$ cat src/rtl/sensor_frame_packer_pkg.sv
`default_nettype none
// +----------------------------------------------------------------------+
// | sensor_frame_packer_pkg                                              |
// | Shared types, frame constants and helpers for the frame packer.      |
// | Revision: 1.0 - initial release                                      |
// +----------------------------------------------------------------------+
package sensor_frame_packer_pkg;

  // Frame sequencer states
  typedef enum logic [1:0] {
    ST_IDLE = 2'd0,
    ST_LOAD = 2'd1,
    ST_SEND = 2'd2,
    ST_WAIT = 2'd3
  } state_t;

  // SYNC, SEQ, MSB, LSB, CHK
  localparam int         FRAME_LEN       = 5;
  localparam logic [7:0] SYNC_DEFAULT    = 8'hAA;
  localparam int         TIMEOUT_DEFAULT = 24000;

  // Bits needed for a timer that counts 0 .. cycles-1
  function automatic int timer_width(input int cycles);
    return (cycles > 2) ? $clog2(cycles) : 1;
  endfunction

  localparam int TIMER_W = timer_width(TIMEOUT_DEFAULT);

  // Frame checksum: byte-wise sum of SEQ, MSB and LSB, modulo 256
  function automatic logic [7:0] frame_checksum(input logic [7:0] seq_b,
                                                input logic [7:0] msb_b,
                                                input logic [7:0] lsb_b);
    return seq_b + msb_b + lsb_b;
  endfunction

endpackage
`default_nettype wire

$ cat src/rtl/sensor_frame_packer_sample_fifo.sv
`default_nettype none
// +----------------------------------------------------------------------+
// | sensor_frame_packer_sample_fifo                                      |
// | Synchronous sample FIFO with combinational head read. A push into a  |
// | full FIFO is accepted when a pop happens in the same cycle.          |
// | Revision: 1.0 - initial release                                      |
// +----------------------------------------------------------------------+
module sensor_frame_packer_sample_fifo #(
  parameter int DEPTH = 4,
  parameter int WIDTH = 16
) (
  input  logic             clk,
  input  logic             reset,
  input  logic             push,
  input  logic             pop,
  input  logic [WIDTH-1:0] wdata,
  output logic [WIDTH-1:0] rdata,
  output logic             full,
  output logic             empty
);

  localparam int            AW        = $clog2(DEPTH);
  localparam logic [AW:0]   DEPTH_CNT = (AW+1)'(DEPTH);

  logic [WIDTH-1:0] mem [DEPTH];
  logic [AW-1:0]    wr_ptr;
  logic [AW-1:0]    rd_ptr;
  logic [AW:0]      cnt;
  logic             do_pop;
  logic             do_push;

  assign full    = (cnt == DEPTH_CNT);
  assign empty   = (cnt == '0);
  assign do_pop  = pop && !empty;
  // The head slot is read before the edge, so a full FIFO can reuse it
  assign do_push = push && (!full || do_pop);
  assign rdata   = mem[rd_ptr];

  // Sample storage; contents need no reset because the pointers gate reads
  always_ff @(posedge clk) begin
    if (do_push) begin
      mem[wr_ptr] <= wdata;
    end
  end

  // Pointers wrap naturally since DEPTH is a power of two
  always_ff @(posedge clk or negedge reset) begin
    if (!reset) begin
      wr_ptr <= '0;
      rd_ptr <= '0;
      cnt    <= '0;
    end else begin
      if (do_push) wr_ptr <= wr_ptr + 1'b1;
      if (do_pop)  rd_ptr <= rd_ptr + 1'b1;
      case ({do_push, do_pop})
        2'b10:   cnt <= cnt + 1'b1;
        2'b01:   cnt <= cnt - 1'b1;
        default: cnt <= cnt;
      endcase
    end
  end

endmodule
`default_nettype wire

$ cat src/rtl/sensor_frame_packer.sv
`default_nettype none
// +----------------------------------------------------------------------+
// | sensor_frame_packer                                                  |
// | Buffers 16-bit sensor samples and serialises each into a 5-byte      |
// | frame (SYNC, SEQ, MSB, LSB, CHK) over a start/done byte handshake.   |
// | Counts dropped samples and frames aborted by a transmit timeout.     |
// | Revision: 1.0 - initial release                                      |
// +----------------------------------------------------------------------+
module sensor_frame_packer
  import sensor_frame_packer_pkg::*;
#(
  parameter int         FIFO_DEPTH     = 4,
  parameter logic [7:0] SYNC_BYTE      = SYNC_DEFAULT,
  parameter int         TIMEOUT_CYCLES = TIMEOUT_DEFAULT
) (
  input  logic        clk,
  input  logic        reset,
  input  logic [15:0] sensor_data,
  input  logic        data_valid,
  output logic [7:0]  uart_data,
  output logic        tx_start,
  input  logic        tx_done,
  output logic        frame_active,
  output logic [7:0]  overflow_cnt,
  output logic [7:0]  timeout_cnt
);

  localparam int            TW          = timer_width(TIMEOUT_CYCLES);
  localparam logic [TW-1:0] TIMER_LIMIT = TW'(TIMEOUT_CYCLES - 1);
  localparam logic [2:0]    LAST_IDX    = 3'(FRAME_LEN - 1);

  state_t        state;
  state_t        state_next;
  logic [15:0]   fifo_rdata;
  logic          fifo_full;
  logic          fifo_empty;
  logic          pop;
  logic [7:0]    frame_q [FRAME_LEN];
  logic [2:0]    idx;
  logic [TW-1:0] timer;
  logic [7:0]    seq;
  logic          last_byte;
  logic          timer_expired;
  logic          sample_dropped;

  // The head sample is consumed exactly in the LOAD cycle
  assign pop            = (state == ST_LOAD);
  assign last_byte      = (idx == LAST_IDX);
  assign timer_expired  = (timer == TIMER_LIMIT);
  assign sample_dropped = data_valid && fifo_full && !pop;

  sensor_frame_packer_sample_fifo #(
    .DEPTH (FIFO_DEPTH),
    .WIDTH (16)
  ) u_fifo (
    .clk   (clk),
    .reset (reset),
    .push  (data_valid),
    .pop   (pop),
    .wdata (sensor_data),
    .rdata (fifo_rdata),
    .full  (fifo_full),
    .empty (fifo_empty)
  );

  // State register
  always_ff @(posedge clk or negedge reset) begin
    if (!reset) begin
      state <= ST_IDLE;
    end else begin
      state <= state_next;
    end
  end

  // Next-state logic; tx_done outside WAIT is deliberately ignored
  always_comb begin
    state_next = state;
    case (state)
      ST_IDLE: if (!fifo_empty) state_next = ST_LOAD;
      ST_LOAD: state_next = ST_SEND;
      ST_SEND: state_next = ST_WAIT;
      ST_WAIT: begin
        if (tx_done) begin
          state_next = last_byte ? ST_IDLE : ST_SEND;
        end else if (timer_expired) begin
          state_next = ST_IDLE;
        end
      end
      default: state_next = ST_IDLE;
    endcase
  end

  // Handshake outputs decoded from state; byte held from SEND through WAIT
  always_comb begin
    tx_start     = (state == ST_SEND);
    frame_active = (state != ST_IDLE);
    uart_data    = 8'h00;
    if (state == ST_SEND || state == ST_WAIT) begin
      uart_data = frame_q[idx];
    end
  end

  // Frame bytes captured from the FIFO head during LOAD
  always_ff @(posedge clk or negedge reset) begin
    if (!reset) begin
      for (int i = 0; i < FRAME_LEN; i++) begin
        frame_q[i] <= 8'h00;
      end
    end else if (state == ST_LOAD) begin
      frame_q[0] <= SYNC_BYTE;
      frame_q[1] <= seq;
      frame_q[2] <= fifo_rdata[15:8];
      frame_q[3] <= fifo_rdata[7:0];
      frame_q[4] <= frame_checksum(seq, fifo_rdata[15:8], fifo_rdata[7:0]);
    end
  end

  // Byte index and per-byte handshake timer
  always_ff @(posedge clk or negedge reset) begin
    if (!reset) begin
      idx   <= '0;
      timer <= '0;
    end else begin
      case (state)
        ST_LOAD: idx <= '0;
        ST_SEND: timer <= '0;
        ST_WAIT: begin
          timer <= timer + 1'b1;
          if (tx_done && !last_byte) idx <= idx + 1'b1;
        end
        default: ;
      endcase
    end
  end

  // Sequence number advances only when a frame completes; aborts reuse it
  always_ff @(posedge clk or negedge reset) begin
    if (!reset) begin
      seq <= 8'h00;
    end else if (state == ST_WAIT && tx_done && last_byte) begin
      seq <= seq + 8'd1;
    end
  end

  // Saturating drop and abort counters
  always_ff @(posedge clk or negedge reset) begin
    if (!reset) begin
      overflow_cnt <= 8'h00;
      timeout_cnt  <= 8'h00;
    end else begin
      if (sample_dropped && overflow_cnt != 8'hFF) begin
        overflow_cnt <= overflow_cnt + 8'd1;
      end
      if (state == ST_WAIT && !tx_done && timer_expired && timeout_cnt != 8'hFF) begin
        timeout_cnt <= timeout_cnt + 8'd1;
      end
    end
  end

endmodule
`default_nettype wire
$ cat config.mk
export PLATFORM = sky130hd
export DESIGN_NAME = sensor_frame_packer
export DESIGN_NICKNAME = d
export VERILOG_FILES = /design/src/rtl/sensor_frame_packer_pkg.sv /design/src/rtl/sensor_frame_packer_sample_fifo.sv /design/src/rtl/sensor_frame_packer.sv
export SDC_FILE = /design/constraint.sdc
export NUM_CORES = 1
export LEC_CHECK = 0
export CAP_MARGIN = 10
export CORE_ASPECT_RATIO = 1.1
export CORE_MARGIN = 5
export CORE_UTILIZATION = 55
export CTS_BUF_LIST = sky130_fd_sc_hd__clkbuf_16
export CTS_CLUSTER_SIZE = 20
export DETAILED_ROUTE_END_ITERATION = 7
export PLACE_DENSITY = 0.73
export SETUP_SLACK_MARGIN = 0.4
export SLEW_MARGIN = 40
export SYNTH_ARGS = -nofsm -noshare
export SYNTH_HDL_FRONTEND = slang
export SYNTH_SLANG_ARGS = --single-unit
$ cat constraint.sdc
create_clock -name clk -period 3.9 [get_ports clk]
set_input_delay 0.975 -clock clk [delete_from_list [all_inputs] [get_ports clk]]
set_output_delay 0.975 -clock clk [all_outputs]
set_load 0.01 [all_outputs]
==> results.toml <==
[setup_path]
critical_path.slowest_cell = "dfrtp_2"
sort_of_element_at_the_end_of_the_critical_path = "output port"
critPathRequiredTime_ps = 2920
timing.critical_path.fanout_max = 14
critPathKind = "reg -> out"
start_kind = "register"
reg2reg_from = "u_fifo.rd_ptr[0]$_DFFE_PN0N_"
r2r_setup_slack_ps = 700
reg2reg_to = "frame_q[7]$_DFFE_PN0N_"
max_stage_delay_ps = 620
cp.arrival_ps = 2340
r2r.worst_path.cells = 9
crit_chain = "mux4_2 -> a22oi_1 -> nor2_1 -> clkdlybuf4s50_1"

[detailed_routing]
final_antenna_net_count = 0
dr.pass1.iters = 4
per_cell_via_count_in_the_routed_design = 5.57
drt-wirelength-per-cell_um = 17.2
dr_total_vias = 4096
drt_iter0_drc = 247
wl_um = 12700
drcViolationCount = 0

[grt]
grt_util_all_layers_pct = 19.2
grt_overflow = 0
grt_first_pass_wirelength_um = 21600
grt_antenna_before_repair = 0
grt_start_max_net_pins = 56
grt_pass1_vias = 4311

[timing]
max_clock_freq_mhz = 302
final.period_utilization_pct = 85.0
setup_viol = 0
timing.setup.tns_ps = 0
timing_worst_slew_pin_value_ps = 813
finalCriticalPeriod_ps = 3320
worst_clock_skew_ps = 12.8
final_count_of_hold_timing_violations = 0
finalHoldWorstSlack_ps = 476
final-max-slew-violation-count = 0
rsz0062_at_grt = "no"
slew-limit-headroom_pct = 45.8

[floorplan]
die_h_um = 126
floorplan.die.width_um = 116
core_region_area_sq_mm = 0.0120
start_util_pct = 56.2
num_io_pins = 46
core.rowCount = 42
fp.dieArea_sq_mm = 0.0146

[synthesis]
netlist_instances = 513
synthesis.nets = 559
synthesis.area_per_instance_sq_um = 13.2
top_area_cell_type_share_of_the_netlist_area_pct = 31.1
post_synth_main_area_contributors = "dfrtp_1 (31%), edfxtp_1 (28%), mux4_2 (6.7%), xnor2_1 (3.5%), mux2_2 (3.2%)"
ys_async_sr_fraction_pct = 56.8
yosys.cell_types.count = 42
synth-seq-area-share_pct = 59.5
synth.cell_area_sq_mm = 0.00676
synth.ff_latch_count = 148
synthFlopType = "dfrtp_1"
yosys_warnings = 0
netlist.top_cell.by_area = "dfrtp_1"
synth_enable_flop_cells = 64

[cells_and_area]
area_growth_syn_to_layout_pct = 17.5
commonest_non_fill_non_tap_cells_in_the_layout = "dfrtp_1 (82), edfxtp_1 (64), nand2_1 (45)"
layout-drive-gt1-share_pct = 15.1
antenna-diode-count = 0
final_common_cell = "dfrtp_1"
fillCellCount = 861
finish.net_count = 614

[power_and_ir_drop]
worst_vdd_drop_uv = 424
comb_power_share_pct = 39.0
power.clock.fraction_pct = 23.5
switchingPower_uw = 2190
p_sw_share_pct = 35.3
power-per-cell-area_mw_per_mm2 = 781
internal-power_uw = 4010
cellLeakagePower_uw = 0.00324
seq_power_share_pct = 37.5

[job]
maxCapViolations = 0

[hold_path]
worst_hold_path.num_cells = 2
end_point_of_the_worst_hold_path = "frame_q[20]$_DFFE_PN0N_"
hold_sp = "frame_q[20]$_DFFE_PN0N_"
worstHoldPathType = "reg -> reg"

[place]
routabilityCongestion = 0.793
place.detailed.hpwl_um = 8860
placement.io_buffers = 45

[clock_network]
cts-root-buf = "clkbuf_16"
tritoncts_clock_tree = "built"
cts_buffers = 17
cts_hold_repair.buffers = 0
clkSinkCount = 148
clkSlewWorstSetupHoldPaths_ps = 60
clockBufferDepth = 2
cts_htree_levels = 4
worstSkewPairLatency_ps = 430

[status]
status = "finished, final reports clean"
## synthesized netlist by cell type (8+ instances only)
| master | instances |
|---|---|
| a21oi_1 | 15 |
| clkbuf_1 | 13 |
| dfrtp_1 | 84 |
| edfxtp_1 | 64 |
| fa_1 | 9 |
| ha_1 | 17 |
| inv_1 | 32 |
| mux2_2 | 19 |
| mux4_2 | 20 |
| nand2_1 | 45 |
| nand3_1 | 20 |
| nand4_1 | 8 |
| nor2_1 | 32 |
| nor3_1 | 10 |
| o21ai_0 | 27 |
| xnor2_1 | 27 |
| xor2_1 | 15 |
## metrics by stage
step	power [uW]	utilization (%)	area (sq um)	instances	setup slack [ps]
floorplan	3970	-	6760	513	567
global placement	4660	61.4	7390	703	602
detailed placement	4760	61.4	7390	703	527
CTS	6250	65.9	7930	735	492
global route	6610	66.0	7940	735	384
finish	6200	66.0	7940	735	584
## critical path, delay by kind of cell, from the launching register on
| family | cells | cell delay [ps] |
|---|---|---|
| AOI/OAI and AO/OA | 1 | 160 |
| DFF | 1 | 620 |
| muxes | 1 | 570 |
| and+or+nand+nor | 1 | 70 |
| buffers and inverters | 1 | 500 |
## flip-flops by register name (all words and copies together) (netlist names)
register       count
u_fifo.rd_ptr      2
timer             15
seq                8
idx                3
state              2
frame_q           33
timeout_cnt        8
u_fifo.mem        64
u_fifo.cnt         3
overflow_cnt       8
u_fifo.wr_ptr      2
## layout make-up
| cell class | count | area (sq um) | area share (%) |
|---|---|---|---|
| tap | 154 | 193 | 2.43 |
| sequential | 148 | 4030 | 50.7 |
| clock buffer | 17 | 425 | 5.36 |
| timing repair buffer | 54 | 515 | 6.49 |
| inverter | 32 | 120 | 1.51 |
| multi-input combinational | 315 | 2550 | 32.1 |
| clock inverter | 15 | 113 | 1.42 |
## kinds of logic after synthesis
logic type | share of synthesized area, %
compound gates | 4.96
flops | 59.5
simple gates | 10.6
mux | 10.7
buf+inv | 2.91
xor+xnor | 5.44
fa+ha+maj | 5.81
## worst max path at each step
stage / from / endpoint / slack [ps]
after CTS: idx[2]$_DFFE_PN0P_ / uart_data[0] / 490
after global routing: idx[2]$_DFFE_PN0P_ / uart_data[2] / 380
after floorplan: u_fifo.rd_ptr[0]$_DFFE_PN0N_ / frame_q[7]$_DFFE_PN0N_ / 570
after detailed placement: u_fifo.rd_ptr[0]$_DFFE_PN0N_ / frame_q[7]$_DFFE_PN0N_ / 530
after global placement: u_fifo.rd_ptr[0]$_DFFE_PN0N_ / frame_q[7]$_DFFE_PN0N_ / 600
final: idx[0]$_DFFE_PN0P_ / uart_data[5] / 580
## power groups by stage
stage          registers (uW)  clock network (uW)  logic [uW]
2_1_floorplan            2190                   0        1780
3_3_place_gp             2330                   0        2330
3_5_place_dp             2350                   0        2410
4_1_cts                  2320                1490        2430
5_1_grt                  2380                1560        2680
6_report                 2320                1460        2420
## repair_timing
item                                    in CTS  in global routing
buffers inserted                             0                  0
endpoints found under the setup margin       7                  6
gates resized for setup                      1                  2
pin swaps                                    0                  0
## metal layers
layer	vias to the layer above	GRT usage [%]	part of all wire (%)
li1	1950	-	-
met1	2052	25.7	45
met2	78	30.2	49
met3	16	5.23	3.7
met4	0	7.37	1.6
met5	-	0	0
(Power assumes the default switching activity.)
